File: config.mk
export PLATFORM = sky130hd
export DESIGN_NAME = msg_byte_sequencer
export DESIGN_NICKNAME = d
export VERILOG_FILES = /design/src/rtl/msg_byte_sequencer.sv
export SDC_FILE = /design/constraint.sdc
export NUM_CORES = 1
export LEC_CHECK = 0
export BUFFER_PORTS_ARGS = -buffer_cell sky130_fd_sc_hd__buf_2
export CAP_MARGIN = 15
export CORE_UTILIZATION = 55
export CTS_BUF_LIST = sky130_fd_sc_hd__clkbuf_4 sky130_fd_sc_hd__clkbuf_8
export DETAILED_ROUTE_END_ITERATION = 12
export PLACE_DENSITY = 0.72
export SLEW_MARGIN = 20
export SYNTH_ARGS = -nofsm -noshare
export SYNTH_HDL_FRONTEND = slang
export SYNTH_SLANG_ARGS = --single-unit
File: constraint.sdc
create_clock -name clk -period 2.8 [get_ports clk]
set_input_delay 0.84 -clock clk [delete_from_list [all_inputs] [get_ports clk]]
set_output_delay 0.84 -clock clk [all_outputs]
set_load 0.01 [all_outputs]
File: src/rtl/msg_byte_sequencer.sv
// msg_byte_sequencer: buffers a message byte-by-byte, then replays it into the
// bit-sum Adder. It sequences the Adder's state code, waits for fine, and
// captures the 13-bit sum as the message result.
module msg_byte_sequencer #(
  parameter int DEPTH   = 64,
  parameter int AW      = 6,
  parameter int TIMEOUT = 15
) (
  input  logic          clk,
  input  logic          reset,
  input  logic          wr_en,
  input  logic [7:0]    wr_data,
  output logic          wr_ready,
  input  logic          start,
  output logic          busy,
  output logic [AW:0]   msg_len,
  output logic          adder_reset,
  output logic [1:0]    state_out,
  output logic [7:0]    byte_out,
  input  logic          adder_fine,
  input  logic [12:0]   adder_sum,
  output logic [12:0]   result,
  output logic          done,
  output logic          err
);

  localparam int TW = (TIMEOUT < 2) ? 1 : $clog2(TIMEOUT + 1);

  localparam logic [2:0] S_IDLE = 3'd0;
  localparam logic [2:0] S_RST  = 3'd1;
  localparam logic [2:0] S_CLR  = 3'd2;
  localparam logic [2:0] S_RUN  = 3'd3;
  localparam logic [2:0] S_OUT  = 3'd4;
  localparam logic [2:0] S_DONE = 3'd5;

  // Adder state codes.
  localparam logic [1:0] A_IDLE = 2'b00;
  localparam logic [1:0] A_CLR  = 2'b01;
  localparam logic [1:0] A_ACC  = 2'b10;
  localparam logic [1:0] A_OUT  = 2'b11;

  logic [2:0]    state;
  logic [AW:0]   count;     // bytes buffered
  logic [AW:0]   run_len;   // N latched at start
  logic [AW:0]   rd_ptr;    // index of the next byte to present
  logic [TW-1:0] tcnt;      // cycles spent waiting in OUT
  logic [7:0]    mem [0:DEPTH-1];
  logic          wr_acc;

  assign wr_ready = (state == S_IDLE) && (count < (AW+1)'(DEPTH));
  assign wr_acc   = wr_en && wr_ready;
  assign busy     = (state != S_IDLE);
  assign msg_len  = count;

  // Message buffer: store an accepted byte at the current write position.
  // NOTE: the storage array has no reset; count alone decides which entries
  // are valid, so clearing the data would only cost reset fan-out.
  always_ff @(posedge clk) begin
    if (wr_acc) mem[count[AW-1:0]] <= wr_data;
  end

  // Control FSM; every Adder-facing output is registered here so
  // adder_reset, state_out and byte_out always change on the same edge.
  // NOTE: all state in this block uses non-blocking assignments so every
  // register samples pre-edge values regardless of statement order.
  always_ff @(posedge clk) begin
    if (reset) begin
      state       <= S_IDLE;
      count       <= '0;
      run_len     <= '0;
      rd_ptr      <= '0;
      tcnt        <= '0;
      adder_reset <= 1'b0;
      state_out   <= A_IDLE;
      byte_out    <= '0;
      result      <= '0;
      done        <= 1'b0;
      err         <= 1'b0;
    end else begin
      adder_reset <= 1'b0;
      done        <= 1'b0;
      case (state)
        S_IDLE: begin
          if (wr_acc) count <= count + 1'b1;
          if (start) begin
            // A byte accepted in the start cycle belongs to this run.
            run_len     <= count + (AW+1)'(wr_acc);
            err         <= 1'b0;
            adder_reset <= 1'b1;
            state_out   <= A_IDLE;
            state       <= S_RST;
          end
        end
        S_RST: begin
          state_out <= A_CLR;
          state     <= S_CLR;
        end
        S_CLR: begin
          tcnt <= '0;
          if (run_len != '0) begin
            state_out <= A_ACC;
            byte_out  <= mem[0];
            rd_ptr    <= (AW+1)'(1);
            state     <= S_RUN;
          end else begin
            state_out <= A_OUT;
            state     <= S_OUT;
          end
        end
        S_RUN: begin
          if (rd_ptr == run_len) begin
            state_out <= A_OUT;
            byte_out  <= '0;
            state     <= S_OUT;
          end else begin
            byte_out <= mem[rd_ptr[AW-1:0]];
            rd_ptr   <= rd_ptr + 1'b1;
          end
        end
        S_OUT: begin
          if (adder_fine || (tcnt == TW'(TIMEOUT - 1))) begin
            result    <= adder_fine ? adder_sum : 13'd0;
            err       <= !adder_fine;
            done      <= 1'b1;
            state_out <= A_IDLE;
            count     <= '0;
            rd_ptr    <= '0;
            state     <= S_DONE;
          end else begin
            tcnt <= tcnt + 1'b1;
          end
        end
        S_DONE: begin
          state <= S_IDLE;
        end
        default: begin
          state <= S_IDLE;
        end
      endcase
    end
  end

endmodule

==> out/results.tsv <==
stage	metric	value	unit
die	die_w	205	µm
hold_path	hold_path_class	in2reg	
die	start_util	0.564	
die	die_area	0.0420	mm²
yosys	ys_seq_elements	572	
yosys	synth_fp_nets	1367	
pwr	clkPwrFrac	0.391	
pwr	p_seq_frac	0.538	
die	num_rows	73	
placement	place_congestion	0.888	
pwr	power_density	676	mW/mm²
timing	hold_viol	0	
setup_path	crit_fanout	17	
route	wire_per_inst	24.6	µm
setup_path	path_delay_family	compound AO/OA/AOI/OAI gates	
clock_tree	root_buffer	clkbuf_8	
pwr	power_switching	4090	µW
finish	drive_above_1_share	0.254	
clock_tree	clkSinkCount	572	
finish	antenna_cells	0	
placement	hpwlAfterDp	33400	µm
setup_path	critPathMaxStageDelay	590	ps
global_route	grt_pass1_wl	78500	µm
route	route.detailed.drc	0	
setup_path	slowest_stage	dfxtp_4	
timing	setup_viol	0	
timing	final.setup.worst_slack	251	ps
clock_tree	cts.hold.buffers_added	0	
setup_path	cp_cell_sequence	buf_4 > mux4_2 > a22oi_1 > nand2_1 > a22oi_1 > o211ai_1	
finish	fin_util	0.651	
hold_path	min-delay-start	adder_sum[11]	
yosys	synth_edf_count	512	
placement	port-buffer-count	60	
setup_path	critPathKind	reg2reg	
clock_tree	clk_path_buf_depth	3	
pwr	combinationalPowerShare	0.072	
global_route	antenna_found_initial	1	
yosys	dominantRegCellSynth	edfxtp_1	
finish	syn2layout_area_growth	15.5	%
timing	min_period	2550	ps
yosys	synth.distinct_cells	58	
setup_path	startpoint_type	register	
timing	maxSlewViolCount	0	
clock_tree	cts_buffers	87	
clock_tree	clkTransAtPathRegs	70	ps
timing	fmax	392	MHz
setup_path	crit_arrival	3060	ps
global_route	grt_pass1_vias	12600	
global_route	grt_usage	0.258	
timing	tns	0	ps
setup_path	crit_required	3320	ps
global_route	grt_start_max_net_pins	65	
clock_tree	postCtsResizedCells	0	
finish	layout.cells.non_filler	2134	
route	routed_via_density	6.06	
yosys	netlist_area	0.0227	mm²
outcome	status	completed	
setup_path	reg2reg_to	byte_out[4]$_SDFFE_PP0P_	
die	io_pins	61	
clock_tree	htreeDepth	3	
die	core-area	0.0402	mm²
pwr	p_int	13600	µW
placement	dp_cells	1971	
yosys	yosysSeqAreaShare	0.732	
route	wl	52500	µm
route	via_count	12900	
route	drt_pre_antenna_iters	6	
setup_path	r2r_slack	250	ps
hold_path	hold_path_end	result[11]$_SDFFE_PP0P_	
die	die_height	205	µm
pwr	p_sw_frac	0.232	
yosys	synth-async-reset-ratio	0	
timing	rsz0062_at_grt	false	
finish	nets	1567	
clock_tree	cts_setup_buffers	0	
yosys	syn_avg_cell_area	17.0	µm²
route	drt_iter0_markers	1514	
placement	pre_cts_ws	85.9	ps
timing	fin_skew	26.9	ps
global_route	overflow	0	
job	drv_cap	0	
yosys	synth-warning-count	0	
route	antenna_left	0	
pwr	leakagePower	0.00845	µW
yosys	synthCells	1335	
setup_path	ff2ff_path_depth	6	
hold_path	hold_depth	3	
setup_path	cpMostUsedCell	a22oi_1	
clock_tree	clk_latency	670	ps
timing	final.period_utilization	0.910	
timing	relSlewSlack	0.343	
pwr	finalPower	17700	µW
timing	max_slew.worst_pin.slew	983	ps
pwr	ir_drop	0.375	mV
setup_path	path_buf_inv	1	
clock_tree	cts_tree	done	
setup_path	cp-end-kind	register	
[layout by cell type, fill, tap and decap left out, drive strengths merged, types with 6 or more instances in the layout]
cell / Yosys / final
edfxtp: 512 / 512
buf: 40 / 193
mux2i: 130 / 130
a22oi: 116 / 116
nor2: 112 / 112
clkbuf: 42 / 111
mux4: 64 / 64
dfxtp: 60 / 60
nand3: 46 / 46
clkinv: 0 / 39
nand2: 35 / 35
a21oi: 18 / 18
xor2: 16 / 16
nand4: 12 / 12
nor3: 10 / 10
nor2b: 10 / 10
and4: 9 / 9
a21o: 8 / 8
o211ai: 8 / 8
a21boi: 8 / 8
inv: 5 / 8
ha: 6 / 6
and2: 6 / 6
[worst min-delay path, stage by stage]
cell     delay (ps)
buf_2            80
a22oi_1          60
nor2_1           70
[registers in the layout, summed over array words and instances, names as in the netlist, named ones only]
register     count
rd_ptr           7
adder_reset      1
tcnt             4
done             1
state            3
byte_out         8
result          13
run_len          7
err              1
msg_len          7
mem            512
state_out        2
[worst max path at each step]
stage	endpoint	slack, ps	depth (start not counted)
detailed placement	mem[5][7]$_DFFE_PP_	90	7
global route	byte_out[2]$_SDFFE_PP0P_	150	6
finish	byte_out[4]$_SDFFE_PP0P_	250	6
floorplan	mem[59][0]$_DFFE_PP_	340	7
CTS	mem[34][6]$_DFFE_PP_	250	8
global placement	mem[19][3]$_DFFE_PP_	70	7
[routing by layer]
layer,part of all wire,track usage,vias up
met1,0.42,0.373,6405
met4,0.025,0.0884,2
li1,-,-,5741
met5,0.00027,0,-
met3,0.099,0.0563,82
met2,0.46,0.389,694
[Yosys cell counts (all sizes together), types with 2 or more instances]
| cell type | count | area (µm²) |
|---|---|---|
| a31oi | 2 | 12.5 |
| inv | 5 | 18.8 |
| mux4 | 64 | 1440 |
| and3 | 3 | 18.8 |
| and2 | 6 | 37.5 |
| mux2i | 130 | 1300 |
| nor3 | 10 | 50.1 |
| nor3b | 4 | 35.0 |
| xnor2 | 3 | 26.3 |
| or3 | 5 | 31.3 |
| or4 | 2 | 18.8 |
| xor2 | 16 | 140 |
| or2 | 3 | 18.8 |
| o31ai | 2 | 15.0 |
| dfxtp | 60 | 1200 |
| ha | 6 | 75.1 |
| o211ai | 8 | 60.1 |
| edfxtp | 512 | 15400 |
| o21ai | 4 | 20.0 |
| nor2 | 112 | 420 |
| and4 | 9 | 78.8 |
| nand3b | 3 | 22.5 |
| nand4 | 12 | 75.1 |
| buf | 40 | 216 |
| nand2b | 4 | 25.0 |
| nand2 | 35 | 131 |
| a21o | 8 | 60.1 |
| a21oi | 18 | 90.1 |
| nand3 | 46 | 230 |
| o21a | 3 | 22.5 |
| clkbuf | 42 | 158 |
| a2111oi | 2 | 18.8 |
| a211oi | 5 | 37.5 |
| or3b | 3 | 26.3 |
| nor2b | 10 | 62.6 |
| a21boi | 8 | 60.1 |
| a22oi | 116 | 871 |
| o2111ai | 3 | 26.3 |
[power groups by stage]
stage / clock [µW] / sequential (µW) / combinational [µW]
after global placement: 0 / 9680 / 1220
after CTS: 7020 / 9500 / 1250
after global routing: 7420 / 9510 / 1360
final: 6910 / 9510 / 1270
after floorplan: 0 / 9650 / 691
after detailed placement: 0 / 9680 / 1250
[through the flow]
stage | cell area, µm² | hold WS (ps)
2_1_floorplan | 22700 | 468
3_3_place_gp | 24400 | 471
3_5_place_dp | 24400 | 481
4_1_cts | 26200 | 415
5_1_grt | 26200 | 428
6_report | 26200 | 448
[final cells by class]
| cell class | count | area (µm²) |
|---|---|---|
| sequential | 572 | 16600 |
| fill | 2728 | 14000 |
| multi-input combinational | 676 | 5690 |
| timing repair buffer | 193 | 1450 |
| clock buffer | 111 | 1380 |
| tap | 525 | 657 |
| clock inverter | 52 | 379 |
| inverter | 5 | 18.8 |
[cells by family after synthesis]
| family | count (synthesis) | share of synthesized area |
|---|---|---|
| AOI/OAI and AO/OA | 188 | 0.0618 |
| xor gates and xnor gates | 19 | 0.00735 |
| adders and majority gates | 6 | 0.00331 |
| buffers and inverters | 87 | 0.0173 |
| DFF | 572 | 0.732 |
| muxes | 194 | 0.121 |
| and+or+nand+nor | 269 | 0.0575 |
No activity file was read; power rests on OpenSTA's default activity.
